File: config.mk
export PLATFORM = sky130hd
export DESIGN_NAME = div_unit
export DESIGN_NICKNAME = d
export VERILOG_FILES = /design/src/rtl/div_unit_pkg.sv /design/src/rtl/div_step.sv /design/src/rtl/div_unit.sv
export SDC_FILE = /design/constraint.sdc
export NUM_CORES = 1
export LEC_CHECK = 0
export BUFFER_PORTS_ARGS = -buffer_cell sky130_fd_sc_hd__buf_2
export CAP_MARGIN = 20
export CORE_MARGIN = 3
export CORE_UTILIZATION = 52
export DETAILED_ROUTE_END_ITERATION = 10
export MAX_ROUTING_LAYER = met4
export PLACE_DENSITY = 0.81
export RECOVER_POWER = 100
export SETUP_SLACK_MARGIN = 0.2
export SYNTH_ARGS = -nofsm -noshare
export SYNTH_HDL_FRONTEND = slang
export SYNTH_SLANG_ARGS = --single-unit
File: constraint.sdc
create_clock -name clk -period 7.05 [get_ports clk]
set_input_delay 1.0575 -clock clk [delete_from_list [all_inputs] [get_ports clk]]
set_output_delay 1.0575 -clock clk [all_outputs]
set_load 0.05 [all_outputs]
File: src/rtl/div_unit_pkg.sv
// Shared definitions for the multi-cycle divider: FSM state encoding, the
// DIV/DIVU ALU op codes decoded by execute, and the operand magnitude helper.
package div_unit_pkg;

   localparam int DataWidth = 32;

   localparam logic [7:0] AluOpDiv  = 8'b0001_1010;
   localparam logic [7:0] AluOpDivu = 8'b0001_1011;

   typedef enum logic [1:0] {
      DivFree   = 2'b00,
      DivByZero = 2'b01,
      DivOn     = 2'b10,
      DivEnd    = 2'b11
   } divState_e;

   // In signed mode a negative operand is negated; 0x80000000 stays 0x80000000,
   // which is exactly its magnitude when read as unsigned.
   function automatic logic [DataWidth-1:0] magnitude(input logic [DataWidth-1:0] value,
                                                      input logic signedMode);
      return (signedMode && value[DataWidth-1]) ? (~value + 32'd1) : value;
   endfunction

endpackage

File: src/rtl/div_step.sv
// One radix-2 restoring step: trial-subtract the divisor from the shifted
// 33-bit partial remainder, keeping the difference only when it does not borrow.
module div_step
   import div_unit_pkg::*;
(
   input  logic [DataWidth:0]   remIn_i,
   input  logic [DataWidth-1:0] divisor_i,
   output logic [DataWidth-1:0] remOut_o,
   output logic                 qBit_o
);

   logic [DataWidth-1:0] diff;

   // A kept difference is always below the divisor, so the low 32 bits of
   // the subtraction are the whole new remainder.
   assign qBit_o   = (remIn_i >= {1'b0, divisor_i});
   assign diff     = remIn_i[DataWidth-1:0] - divisor_i;
   assign remOut_o = qBit_o ? diff : remIn_i[DataWidth-1:0];

endmodule

File: src/rtl/div_unit.sv
// Multi-cycle 32-bit DIV/DIVU unit: one quotient bit per clock, 32 iterations,
// result delivered as {remainder, quotient} for the HI/LO write.
module div_unit
   import div_unit_pkg::*;
(
   input  logic                   clk,
   input  logic                   rst,
   input  logic                   signed_div_i,
   input  logic [DataWidth-1:0]   opdata1_i,
   input  logic [DataWidth-1:0]   opdata2_i,
   input  logic                   start_i,
   input  logic                   annul_i,
   output logic [2*DataWidth-1:0] result_o,
   output logic                   ready_o
);

   divState_e              state_q;
   logic [4:0]             cnt_q;
   logic [2*DataWidth-1:0] pr_q;
   logic [DataWidth-1:0]   divisor_q;
   logic                   negQuot_q;
   logic                   negRem_q;

   logic [DataWidth-1:0]   remStep_d;
   logic                   qBit_d;
   logic [2*DataWidth-1:0] pr_d;
   logic [DataWidth-1:0]   quot_d;
   logic [DataWidth-1:0]   rem_d;

   // pr_q holds {partial remainder, dividend bits not yet consumed / quotient bits so far}.
   div_step uStep (
      .remIn_i  (pr_q[2*DataWidth-1:DataWidth-1]),
      .divisor_i(divisor_q),
      .remOut_o (remStep_d),
      .qBit_o   (qBit_d)
   );

   assign pr_d   = {remStep_d, pr_q[DataWidth-2:0], qBit_d};
   assign quot_d = negQuot_q ? (~pr_d[DataWidth-1:0] + 32'd1) : pr_d[DataWidth-1:0];
   assign rem_d  = negRem_q ? (~pr_d[2*DataWidth-1:DataWidth] + 32'd1)
                            : pr_d[2*DataWidth-1:DataWidth];

   always_ff @(posedge clk or posedge rst) begin
      if (rst) begin
         state_q   <= DivFree;
         cnt_q     <= '0;
         pr_q      <= '0;
         divisor_q <= '0;
         negQuot_q <= 1'b0;
         negRem_q  <= 1'b0;
         result_o  <= '0;
         ready_o   <= 1'b0;
      end else begin
         case (state_q)
            DivFree: begin
               result_o <= '0;
               ready_o  <= 1'b0;
               if (start_i && !annul_i) begin
                  pr_q      <= {{DataWidth{1'b0}}, magnitude(opdata1_i, signed_div_i)};
                  divisor_q <= magnitude(opdata2_i, signed_div_i);
                  negQuot_q <= signed_div_i & (opdata1_i[DataWidth-1] ^ opdata2_i[DataWidth-1]);
                  negRem_q  <= signed_div_i & opdata1_i[DataWidth-1];
                  cnt_q     <= '0;
                  state_q   <= (opdata2_i == '0) ? DivByZero : DivOn;
               end
            end
            DivByZero: begin
               if (annul_i) begin
                  state_q <= DivFree;
               end else begin
                  result_o <= '0;
                  ready_o  <= 1'b1;
                  state_q  <= DivEnd;
               end
            end
            DivOn: begin
               // An annul on the final iteration still wins over completion.
               if (annul_i) begin
                  cnt_q    <= '0;
                  result_o <= '0;
                  ready_o  <= 1'b0;
                  state_q  <= DivFree;
               end else begin
                  pr_q  <= pr_d;
                  cnt_q <= cnt_q + 5'd1;
                  if (cnt_q == 5'd31) begin
                     result_o <= {rem_d, quot_d};
                     ready_o  <= 1'b1;
                     state_q  <= DivEnd;
                  end
               end
            end
            DivEnd: begin
               if (!start_i) begin
                  result_o <= '0;
                  ready_o  <= 1'b0;
                  state_q  <= DivFree;
               end
            end
            default: state_q <= DivFree;
         endcase
      end
   end

endmodule
==> reports/results.md, run 1 <==
| Parameter | This run | Unit |
|:---|:---|:---|
| Run status | complete, but fails checks | - |
| Violated checks | max-capacitance violations, max-slew violations | - |
| Combinational power share | 67.3 | % |
| Max-cap violations | 5 | - |
| Clock slew seen by the registers of the worst setup and hold paths | 70 | ps |
| Pin count of the biggest net entering global routing | 70 | - |
| Slew at the pin closest to its max-slew limit | 3400 | ps |
| Peak supply drop | 0.000260 | V |
| Worst-path fanout max | 19 | - |
| Bufs on Longest Clock Path | 2 | - |
| CTS Hold Buffers Added | 0 | - |
| Final critical-path setup slack | 1200 | ps |
| TritonCTS clock tree | built | - |
| Die Outline Area | 0.0260 | mm^2 |
| Overall Power | 7.85 | mW |
| Number of buffers inserted during clock tree synthesis | 17 | - |
| Clock latency at the later pin of the worst-skew pair | 440 | ps |
| Category of the most critical setup path | register to register | - |
| Cts repair resizes | 0 | - |
| Timing-limited maximum frequency | 0.171 | GHz |
| Final sum of negative setup slack | 0 | ps |
| Drc violations | 0 | - |
| Number of global-route vias before repair | 11200 | - |
| Placed cell area | 0.0133 | mm^2 |
| Critical path arrival | 6150 | ps |
| Most common cell after layout, fill and taps aside | sky130_fd_sc_hd__nand2_1 | - |
| Fin area | 0.0137 | mm^2 |
| R2R depth | 15 | - |
| Proportion of power drawn by flip-flops and latches | 20.4 | % |
| Ports placed on the boundary | 134 | - |
| Share of the yosys chip area belonging to registers | 33.9 | % |
| Hold Violations, Final | 0 | - |
| Antenna violations before repair | 1 | - |
| Number of nets in the final layout | 1735 | - |
| Xor and xnor area share after synthesis | 8.65 | % |
| Drt via density | 6.07 | - |
| Startpoint of the most critical setup path | pr_q[47] | - |
| Post-Route WL | 35.5 | mm |
| Max Slew Vio Count | 297 | - |
| Critical Path Max Stage Delay | 700 | ps |
| Synth Warn # | 0 | - |
| Synth Net Count | 1666 | - |
| Uppermost metal layer occupied by signal nets | met4 | - |
| Met3 wirelength from detailed routing | 2.13 | mm |
| Internal power | 3.68 | mW |
| Number of enable-type register cells in the synthesized netlist | 0 | - |
| Standby leakage power | 5.80 | nW |
| Simple-gate share of the synthesized area | 22.0 | % |
| Mux cell area share after synthesis | 2.11 | % |
| Relative max-transition margin | -126 | % |
| Arithmetic-cell share of the synthesized area counting full adders, half adders and majority gates | 4.44 | % |
| Termination of the worst setup path | result_o[56] | - |
| Portion of the clock cycle consumed by the worst path in the final layout | 83.0 | % |
| Layout fillers | 2209 | - |
| Row count | 56 | - |
| Count of port buffers added during placement | 133 | - |
| Logic depth of the worst setup path including buffers | 15 | - |
| Post-CTS Setup Bufs | 0 | - |
| Die height | 161 | um |
| Fin Clk Skew | 18.6 | ps |
| Sw Share | 53.2 | % |
| Critical register-to-register path startpoint | pr_q[47] | - |
| Time the worst path needs with I/O delays and setup | 5850 | ps |
| First-pass GRT wire length | 58.0 | mm |
| Overall global routing resource usage | 27.9 | % |
| HPWL after detailed placement | 26.5 | mm |
| Total of flip-flops plus latches after synthesis | 170 | - |
| CP bufs+invs | 1 | - |
| Number of clock sinks seen by CTS | 170 | - |
| FF/Latch Area | 0.00425 | mm^2 |
| Required time at the endpoint of the critical path | 7350 | ps |
| Initial core utilization | 53.2 | % |
| Average detailed-routed wire length per instance | 18.2 | um |
| Reg-to-reg endpoint | result_o[56] | - |
| Via count | 11900 | - |
| Power dissipated by switching net loads | 4.18 | mW |
| Worst min path class | register to register | - |
| Most used cells in the layout excluding fill and tap cells | sky130_fd_sc_hd__nand2_1, sky130_fd_sc_hd__o21ai_0, sky130_fd_sc_hd__dfrtp_1 | - |
| WL met1 | 16.0 | mm |
| Utilization of the core after routing | 58.1 | % |
| Area Growth Syn to Fin | 9.25 | % |
| Final RePlAce weighted congestion | 0.973 | - |
| Pre-antenna DRT Iters | 6 | - |
| Final antenna-violating net count | 0 | - |
| Clock Power Share | 12.3 | % |
| Worst Setup Slack post-DPL | 1960 | ps |
| Setup violation total in the final timing report | 0 | - |
| Met2 WL post-DR | 16.4 | mm |
| Share of flip-flops with an asynchronous set or reset after synthesis | 100 | % |
| Overflow left after global routing | 0 | - |
| DIE WIDTH | 161 | um |
| Total area of multi-input combinational cells | 0.00759 | mm^2 |
| Combinational family with the most area after synthesis | compound AO/OA/AOI/OAI gates | - |
| Slowest cell on the critical path | sky130_fd_sc_hd__or3_1 | - |
| Primary FF master, synth | sky130_fd_sc_hd__dfrtp_1 | - |
| Number of instances in the synthesized netlist | 1553 | - |
| CP Capture Type | register | - |
| Post-Synthesis Mean Instance Area | 8.08 | um^2 |
| Post-synth cell types | 90 | - |
| Fraction of final layout cells sized beyond drive strength 1 | 8.38 | % |
| Cell family contributing the most delay on the critical path | simple AND/OR/NAND/NOR gates | - |
| Total number of H-tree levels | 4 | - |
| Detailed Route Iter0 Violations | 1146 | - |
| Area of the mapped netlist | 0.0126 | mm^2 |
| Kind of start point of the critical path | register | - |
| Cell chosen for the clock root | sky130_fd_sc_hd__clkbuf_16 | - |
| Slack of the worst reg-to-reg path | 1200 | ps |
| Unrepaired setup endpoints after global routing | false | - |
| Area of the core | 0.0236 | mm^2 |
| Complex-gate fraction of the synthesized area | 23.7 | % |
| Power Density | 572 | mW/mm^2 |
| Series of cell instances along the critical path | ha_1 -> nand4_1 -> nor4_1 -> nand4_1 -> a31oi_1 -> or3_1 -> inv_1 -> mux2i_1 -> ha_1 -> or3b_2 -> nor4_2 -> o21ai_1 -> o41ai_1 -> xnor2_1 -> o21ai_0 | - |
-- final cells by class --
| class | instances | area share, % |
|---|---|---|
| multi-input cells | 1227 | 55.3 |
| flip-flops and latches | 170 | 31.0 |
| repair buffers | 143 | 4.68 |
| clock buffers | 19 | 3.16 |
| well taps | 319 | 2.91 |
| inverters | 63 | 1.73 |
| clock inverters | 13 | 1.14 |
| diodes | 1 | 0.0182 |
-- cells in the mapped netlist (8+ instances only) --
cell / count / area [um^2]
sky130_fd_sc_hd__and2_1: 12 / 75.1
sky130_fd_sc_hd__xnor2_1: 59 / 517
sky130_fd_sc_hd__o21ai_0: 208 / 1040
sky130_fd_sc_hd__nand3b_1: 8 / 60.1
sky130_fd_sc_hd__and3_1: 10 / 62.6
sky130_fd_sc_hd__dfrtp_1: 170 / 4250
sky130_fd_sc_hd__or2_2: 10 / 62.6
sky130_fd_sc_hd__a21o_1: 12 / 90.1
sky130_fd_sc_hd__or4_1: 17 / 128
sky130_fd_sc_hd__inv_1: 62 / 233
sky130_fd_sc_hd__nor4_1: 19 / 119
sky130_fd_sc_hd__nor3_1: 33 / 165
sky130_fd_sc_hd__nor2_1: 87 / 327
sky130_fd_sc_hd__mux2i_1: 22 / 220
sky130_fd_sc_hd__a21oi_1: 93 / 465
sky130_fd_sc_hd__nand2_1: 239 / 897
sky130_fd_sc_hd__o21ai_1: 12 / 60.1
sky130_fd_sc_hd__nand4_1: 14 / 87.6
sky130_fd_sc_hd__o21a_1: 8 / 60.1
sky130_fd_sc_hd__or3_1: 25 / 156
sky130_fd_sc_hd__ha_1: 43 / 538
sky130_fd_sc_hd__a22o_1: 8 / 70.1
sky130_fd_sc_hd__o31ai_1: 31 / 233
sky130_fd_sc_hd__a31oi_1: 14 / 87.6
sky130_fd_sc_hd__o41ai_1: 11 / 96.3
sky130_fd_sc_hd__clkbuf_1: 62 / 233
sky130_fd_sc_hd__nand3_1: 24 / 120
sky130_fd_sc_hd__nor2b_1: 10 / 62.6
sky130_fd_sc_hd__o221ai_1: 8 / 70.1
sky130_fd_sc_hd__nand2b_1: 17 / 106
sky130_fd_sc_hd__o211ai_1: 9 / 67.6
sky130_fd_sc_hd__buf_2: 16 / 80.1
sky130_fd_sc_hd__xor2_1: 65 / 569
-- cells by family after synthesis --
group / Yosys count
fa+ha+maj: 44
simple gates: 556
flops: 170
buf+inv: 156
mux: 26
xor+xnor: 124
compound gates: 477
-- registers in the layout, summed over array words and instances, names as in the netlist --
signal and flops:
ready_o 1, negRem_q 1, pr_q 64, divisor_q 32, negQuot_q 1, cnt_q 5
result_o 64, state_q 2
-- per-stage QoR --
stage	cells	hold slack [ps]
after global routing	1955	508
after CTS	1954	481
final	1955	480
after detailed placement	1922	465
after global placement	1922	460
after floorplan	1553	450
-- power by group through the flow --
stage	combinational [mW]	clock (mW)	sequential (mW)
finish	5.29	0.966	1.60
global route	5.84	1.01	1.64
CTS	5.25	0.971	1.59
detailed placement	5.21	0	1.61
global placement	5.14	0	1.59
floorplan	4.14	0	1.49
-- worst min-delay path by stage --
stage / start / endpoint / slack [ps] / cells past startpoint
after global routing: divisor_q[4] / divisor_q[4] / 510 / 2
final: result_o[15] / result_o[15] / 480 / 2
after CTS: result_o[50] / result_o[50] / 480 / 2
after detailed placement: result_o[50] / result_o[50] / 460 / 2
after floorplan: divisor_q[10] / divisor_q[10] / 450 / 2
after global placement: result_o[7] / result_o[7] / 460 / 2
-- worst register-to-register path, stage by stage (launching register included) --
cell and delay, ps:
sky130_fd_sc_hd__dfrtp_1 450, sky130_fd_sc_hd__ha_1 540, sky130_fd_sc_hd__nand4_1 220, sky130_fd_sc_hd__nor4_1 320
sky130_fd_sc_hd__nand4_1 190, sky130_fd_sc_hd__a31oi_1 610, sky130_fd_sc_hd__or3_1 700, sky130_fd_sc_hd__inv_1 340
sky130_fd_sc_hd__mux2i_1 320, sky130_fd_sc_hd__ha_1 280, sky130_fd_sc_hd__or3b_2 490, sky130_fd_sc_hd__nor4_2 340
sky130_fd_sc_hd__o21ai_1 250, sky130_fd_sc_hd__o41ai_1 420, sky130_fd_sc_hd__xnor2_1 160, sky130_fd_sc_hd__o21ai_0 90
-- routing by layer --
metal	track usage (%)	vias to the layer above
met1	38.8	5665
met5	-	-
met2	42.7	434
li1	-	5708
met3	3.36	59
met4	9.03	0
No activity file was read; power rests on OpenSTA's default activity.
==> inputs of run 2 (changes only) <==
clock period = 5.82 ns   (was 7.05 ns; I/O delays follow)
==> run 2 against run 1 <==
Effect of this change: the run still ends with max-capacitance violations, max-slew violations left; total power grew 22%; routed wire length grew 1.4%; clock power grew 21%; largest cell class unchanged; sequential power grew 21%; via count grew 0.69%; worst hold slack lost 2.7 ps.
==> reports/results.md, run 2 (synthesis gave the netlist of run 1 again) <==
| Parameter | This run | Unit |
|:---|:---|:---|
| Area of the core | 0.0236 | mm^2 |
| TritonCTS clock tree | built | - |
| Utilization of the core after routing | 58.2 | % |
| Overall global routing resource usage | 28.1 | % |
| Slack of the worst reg-to-reg path | 660 | ps |
| Initial core utilization | 53.2 | % |
| Top flop regs | pr_q x64, result_o x64, divisor_q x32 | - |
| Peak supply drop | 0.000358 | V |
| Ports placed on the boundary | 134 | - |
| Die Outline Area | 0.0260 | mm^2 |
| Number of clock sinks seen by CTS | 170 | - |
| CP Capture Type | register | - |
| Required time at the endpoint of the critical path | 6120 | ps |
| Post-Route WL | 36.0 | mm |
| Number of buffers inserted during clock tree synthesis | 17 | - |
| CTS Hold Buffers Added | 0 | - |
| Cell family contributing the most delay on the critical path | simple AND/OR/NAND/NOR gates | - |
| Final sum of negative setup slack | 0 | ps |
| Fin area | 0.0137 | mm^2 |
| Pre-antenna DRT Iters | 6 | - |
| Slew at the pin closest to its max-slew limit | 3130 | ps |
| Number of global-route vias before repair | 11100 | - |
| Drt via density | 6.11 | - |
| Die height | 161 | um |
| Area Growth Syn to Fin | 9.49 | % |
| Max-cap violations | 3 | - |
| Violated checks | max-capacitance violations, max-slew violations | - |
| Slowest cell on the critical path | sky130_fd_sc_hd__ha_1 | - |
| HPWL after detailed placement | 26.8 | mm |
| Antenna violations before repair | 0 | - |
| Via count | 11900 | - |
| Worst-case hold slack | 478 | ps |
| Time the worst path needs with I/O delays and setup | 5160 | ps |
| Row count | 56 | - |
| Fin Clk Skew | 11.9 | ps |
| Overflow left after global routing | 0 | - |
| Bufs on Longest Clock Path | 2 | - |
| Number of nets in the final layout | 1737 | - |
| Layout fillers | 2214 | - |
| R2R depth | 15 | - |
| Final RePlAce weighted congestion | 0.948 | - |
| Worst-path fanout max | 12 | - |
| Final standard cell count with taps included and fillers excluded | 1956 | - |
| Post-CTS Setup Bufs | 0 | - |
| Critical register-to-register path startpoint | pr_q[50] | - |
| Category of the most critical setup path | register to register | - |
| Total number of H-tree levels | 4 | - |
| Kind of start point of the critical path | register | - |
| Relative max-transition margin | -110 | % |
| Timing-limited maximum frequency | 0.194 | GHz |
| Critical Path Max Stage Delay | 550 | ps |
| Critical path arrival | 5460 | ps |
| Placed cell area | 0.0133 | mm^2 |
| Min-delay src | result_o[12] | - |
| Reg-to-reg endpoint | result_o[56] | - |
| Number of instances in the placed design | 1924 | - |
| Worst min path class | register to register | - |
| Most common cell after layout, fill and taps aside | sky130_fd_sc_hd__nand2_1 | - |
| Hold Path End | result_o[12] | - |
| Average detailed-routed wire length per instance | 18.4 | um |
| Pin count of the biggest net entering global routing | 70 | - |
| Most used cells in the layout excluding fill and tap cells | sky130_fd_sc_hd__nand2_1, sky130_fd_sc_hd__o21ai_0, sky130_fd_sc_hd__dfrtp_1 | - |
| Cell chosen for the clock root | sky130_fd_sc_hd__clkbuf_16 | - |
| Unrepaired setup endpoints after global routing | false | - |
| Worst hold path cell count | 2 | - |
| Cts repair resizes | 0 | - |
| Max Slew Vio Count | 178 | - |
| CP bufs+invs | 1 | - |
| Detailed Route Iter0 Violations | 1120 | - |
| Portion of the clock cycle consumed by the worst path in the final layout | 88.6 | % |
| Power Density | 696 | mW/mm^2 |
| Standby leakage power | 5.83 | nW |
| Fraction of final layout cells sized beyond drive strength 1 | 8.86 | % |
| Diode count | 0 | - |
| Setup violation total in the final timing report | 0 | - |
| Run status | complete, but fails checks | - |
| Clock slew seen by the registers of the worst setup and hold paths | 70 | ps |
| Hold Violations, Final | 0 | - |
| First-pass GRT wire length | 58.2 | mm |
| DIE WIDTH | 161 | um |
| Clock latency at the later pin of the worst-skew pair | 440 | ps |
| Count of port buffers added during placement | 133 | - |
| Series of cell instances along the critical path | ha_1 -> nand4_1 -> nor4_1 -> nand4_1 -> a31oi_1 -> or3_2 -> inv_1 -> mux2i_1 -> ha_1 -> or3b_2 -> nor4_2 -> o21ai_1 -> o41ai_1 -> xnor2_1 -> o21ai_0 | - |
| Drc violations | 0 | - |
| Final antenna-violating net count | 0 | - |
-- run 2: worst max path at each step --
stage,start,end,slack [ps],cells after the start
floorplan,rst,cnt_q[0],340,1
global placement,pr_q[47],result_o[56],1130,15
detailed placement,pr_q[47],result_o[56],980,15
CTS,pr_q[47],result_o[56],950,15
global route,pr_q[50],result_o[56],310,15
finish,pr_q[50],result_o[56],660,15
-- run 2: metrics by stage --
step | power [mW] | worst slack (ps)
2_1_floorplan | 6.82 | 344
3_3_place_gp | 8.20 | 1130
3_5_place_dp | 8.32 | 981
4_1_cts | 9.51 | 955
5_1_grt | 10.3 | 306
6_report | 9.56 | 663
-- run 2: area by class of cell --
cell class | count | area [um^2] | share of cell area, %
timing repair buffer | 145 | 654 | 4.76
clock inverter | 13 | 146 | 1.06
inverter | 63 | 238 | 1.73
tap | 319 | 399 | 2.90
sequential | 170 | 4250 | 30.9
multi-input combinational | 1227 | 7610 | 55.4
clock buffer | 19 | 443 | 3.22
-- run 2: worst reg2reg max path, delay by kind of cell, from the launching register on --
| kind | cells | cell delay [ps] |
|---|---|---|
| buffers and inverters | 1 | 110 |
| muxes | 1 | 250 |
| xor gates and xnor gates | 1 | 170 |
| AOI/OAI and AO/OA | 4 | 1350 |
| adders and majority gates | 2 | 820 |
| DFF | 1 | 420 |
| and+or+nand+nor | 6 | 1910 |
-- run 2: layer usage --
metal / track usage (%) / up-vias / wire, um
met5: - / - / 0
met4: 7.78 / 0 / 844
met3: 3.15 / 63 / 1990
met2: 43.1 / 426 / 16500
met1: 39.7 / 5740 / 16600
li1: - / 5719 / -
-- run 2: report_power, final --
group | leakage, nW | internal, mW | switching, mW
logic | 3.30 | 2.30 | 4.16
registers | 2.24 | 1.52 | 0.413
clock network | 0.289 | 0.623 | 0.548
==> inputs of run 3 (changes only) <==
SYNTH_HIERARCHICAL = 1   (was unset)
==> run 3 against run 2 <==
Effect of this change: the flow still finishes with violations (max-capacitance violations, max-slew violations); area after synthesis is 7.2% lower; clock power hardly changed; sequential power is 4% lower; final area is 5.4% lower; register-to-register slack hardly changed; utilization is 1.2 points higher; critical path type unchanged.
==> reports/results.md, run 3 <==
| Parameter | This run | Unit |
|:---|:---|:---|
| Clock latency at the later pin of the worst-skew pair | 440 | ps |
| Timing-limited maximum frequency | 0.194 | GHz |
| Post-CTS Setup Bufs | 0 | - |
| Time the worst path needs with I/O delays and setup | 5160 | ps |
| Ports placed on the boundary | 134 | - |
| Simple-gate share of the synthesized area | 18.9 | % |
| Clock slew seen by the registers of the worst setup and hold paths | 70 | ps |
| Leading cell type by number of instances after synthesis | sky130_fd_sc_hd__nand2_1 | - |
| Startpoint of the most critical setup path | pr_q[38] | - |
| Run status | complete, but fails checks | - |
| Final RePlAce weighted congestion | 0.983 | - |
| Die height | 156 | um |
| Utilization of the core after routing | 59.4 | % |
| Critical register-to-register path startpoint | pr_q[38] | - |
| Number of global-route vias before repair | 9939 | - |
| Primary FF master, synth | sky130_fd_sc_hd__dfrtp_1 | - |
| Post-Synthesis Mean Instance Area | 8.57 | um^2 |
| Most common cell after layout, fill and taps aside | sky130_fd_sc_hd__nand2_1 | - |
| Setup violation total in the final timing report | 0 | - |
| Slowest cell on the critical path | sky130_fd_sc_hd__a31oi_4 | - |
| Total of flip-flops plus latches after synthesis | 170 | - |
| Total number of H-tree levels | 4 | - |
| Bufs on Longest Clock Path | 2 | - |
| Internal power | 3.58 | mW |
| Worst hold path cell count | 2 | - |
| Proportion of netlist area held by the largest area contributor | 36.5 | % |
| CP Capture Type | register | - |
| Critical Path Max Stage Delay | 540 | ps |
| Hold Violations, Final | 0 | - |
| Post-Route WL | 32.2 | mm |
| Combinational power share | 56.3 | % |
| Complex-gate fraction of the synthesized area | 21.8 | % |
| Top flop regs | pr_q x64, result_o x64, divisor_q x32 | - |
| Drt via density | 6.16 | - |
| Diode count | 0 | - |
| Slew at the pin closest to its max-slew limit | 3820 | ps |
| Via count | 10800 | - |
| Detailed Route Iter0 Violations | 1269 | - |
| Max Slew Vio Count | 299 | - |
| Power dissipated by switching net loads | 3.40 | mW |
| Relative max-transition margin | -155 | % |
| Library cell with the largest summed area after synthesis | sky130_fd_sc_hd__dfrtp_1 | - |
| Kind of start point of the critical path | register | - |
| Pin count of the biggest net entering global routing | 100 | - |
| Peak supply drop | 0.000333 | V |
| Max-cap violations | 6 | - |
| Synth Warn # | 6 | - |
| Top post-synthesis cells by area | sky130_fd_sc_hd__dfrtp_1, sky130_fd_sc_hd__o21ai_0, sky130_fd_sc_hd__xor2_1 | - |
| Combinational family with the most area after synthesis | compound AO/OA/AOI/OAI gates | - |
| DIE WIDTH | 156 | um |
| Clock Power Share | 17.2 | % |
| Area of the core | 0.0219 | mm^2 |
| Violated checks | max-capacitance violations, max-slew violations | - |
| Sw Share | 48.7 | % |
| Number of buffers inserted during clock tree synthesis | 17 | - |
| Worst-path fanout max | 15 | - |
| Overall global routing resource usage | 26.6 | % |
| Worst min path class | register to register | - |
| Share of the yosys chip area belonging to registers | 36.5 | % |
| Count of port buffers added during placement | 133 | - |
| Die Outline Area | 0.0242 | mm^2 |
| Number of clock sinks seen by CTS | 170 | - |
| Final sum of negative setup slack | 0 | ps |
| TritonCTS clock tree | built | - |
| Synth Net Count | 1473 | - |
| Cell chosen for the clock root | sky130_fd_sc_hd__clkbuf_16 | - |
| Initial core utilization | 53.2 | % |
| Critical path arrival | 5470 | ps |
| Layout fillers | 1993 | - |
| Xor and xnor area share after synthesis | 9.85 | % |
| Portion of the clock cycle consumed by the worst path in the final layout | 88.7 | % |
| Area of the mapped netlist | 0.0117 | mm^2 |
| Post-synth cell types | 72 | - |
| Fin Clk Skew | 13.7 | ps |
| Average detailed-routed wire length per instance | 18.4 | um |
| Mux cell area share after synthesis | 3.68 | % |
| Number of nets in the final layout | 1568 | - |
| Pre-antenna DRT Iters | 5 | - |
| Most used cells in the layout excluding fill and tap cells | sky130_fd_sc_hd__nand2_1, sky130_fd_sc_hd__dfrtp_1, sky130_fd_sc_hd__o21ai_0 | - |
| R2R depth | 14 | - |
| Unrepaired setup endpoints after global routing | false | - |
| Standby leakage power | 5.70 | nW |
| Proportion of power drawn by flip-flops and latches | 26.5 | % |
| HPWL after detailed placement | 23.5 | mm |
| Power Density | 537 | mW/mm^2 |
| Area Growth Syn to Fin | 11.7 | % |
| Required time at the endpoint of the critical path | 6130 | ps |
| First-pass GRT wire length | 51.2 | mm |
| Arithmetic-cell share of the synthesized area counting full adders, half adders and majority gates | 4.79 | % |
| Min-delay src | result_o[8] | - |
| Number of instances in the synthesized netlist | 1360 | - |
| Row count | 54 | - |
| Fraction of final layout cells sized beyond drive strength 1 | 10.2 | % |
| Final antenna-violating net count | 0 | - |
| Drc violations | 0 | - |
| Antenna violations before repair | 0 | - |
| Number of enable-type register cells in the synthesized netlist | 0 | - |
| Overflow left after global routing | 0 | - |
| Category of the most critical setup path | register to register | - |
| Share of flip-flops with an asynchronous set or reset after synthesis | 100 | % |
| Top post-synthesis cells by count | sky130_fd_sc_hd__nand2_1, sky130_fd_sc_hd__dfrtp_1, sky130_fd_sc_hd__o21ai_0 | - |
| Series of cell instances along the critical path | ha_1 -> nand4_1 -> o21bai_1 -> a2111o_1 -> a311o_1 -> a21o_1 -> a31oi_4 -> buf_4 -> mux2_1 -> nor3_1 -> nand4b_1 -> o41ai_1 -> xor2_1 -> o21ai_0 | - |
==> run 3: power groups by stage <==
stage	Clock (mW)	Sequential, mW	Combinational, mW
floorplan	0	1.71	2.97
global placement	0	1.83	3.72
detailed placement	0	1.85	3.81
CTS	1.21	1.83	3.84
global route	1.26	1.88	4.31
finish	1.20	1.85	3.93
==> run 3: final timing paths <==
check	slack [ps]	to
min in group asynchronous	1830	result_o[24]
max in group asynchronous	1300	pr_q[45]
setup / recovery	660	result_o[57]
setup reg to reg	660	result_o[57]
hold / removal	480	result_o[8]
hold reg to reg	480	result_o[8]
==> run 3: final cells by class <==
| type | instances | area [um^2] | area share, % |
|---|---|---|---|
| clock inverter | 15 | 201 | 1.55 |
| clock buffer | 17 | 425 | 3.27 |
| tap | 280 | 350 | 2.69 |
| timing repair buffer | 147 | 661 | 5.08 |
| multi-input combinational | 1058 | 6890 | 52.9 |
| inverter | 61 | 231 | 1.78 |
| sequential | 170 | 4250 | 32.7 |
==> run 3: cell families after synthesis <==
| family | count (synthesis) |
|---|---|
| adder cells (fa/ha/maj) | 44 |
| AND/OR/NAND/NOR | 447 |
| buffers and inverters | 133 |
| multiplexers | 40 |
| XOR/XNOR | 131 |
| AO/OA/AOI/OAI | 395 |
| flip-flops | 170 |
==> run 3: metal layers <==
layer	track usage, %	share of wire (%)
met1	39.3	46
met2	38.2	43
met3	3.83	9.1
met4	7.21	1.9
met5	-	0
==> run 3: repair_timing <==
| item | CTS | global route |
|---|---|---|
| hold buffers | 0 | 0 |
| resized for setup | 0 | 0 |
| setup endpoints to repair | 0 | 9 |
| hold endpoints to repair | 0 | 0 |
==> run 3: critical path, delay by kind of cell (launching register included) <==
kind	cells	cell delay, ps
compound gates	7	2470
mux	1	410
xor+xnor	1	190
flops	1	410
simple gates	3	830
buf+inv	1	330
fa+ha+maj	1	390
==> run 3: metrics by stage <==
step	std cells	worst slack, ps	power, mW	area [um^2]	hold slack, ps
6_report	1748	656	6.98	13000	476
5_1_grt	1748	346	7.46	13000	503
4_1_cts	1747	496	6.88	13100	481
2_1_floorplan	1360	344	4.67	11700	450
3_5_place_dp	1715	521	5.65	12500	465
3_3_place_gp	1715	591	5.55	12500	456
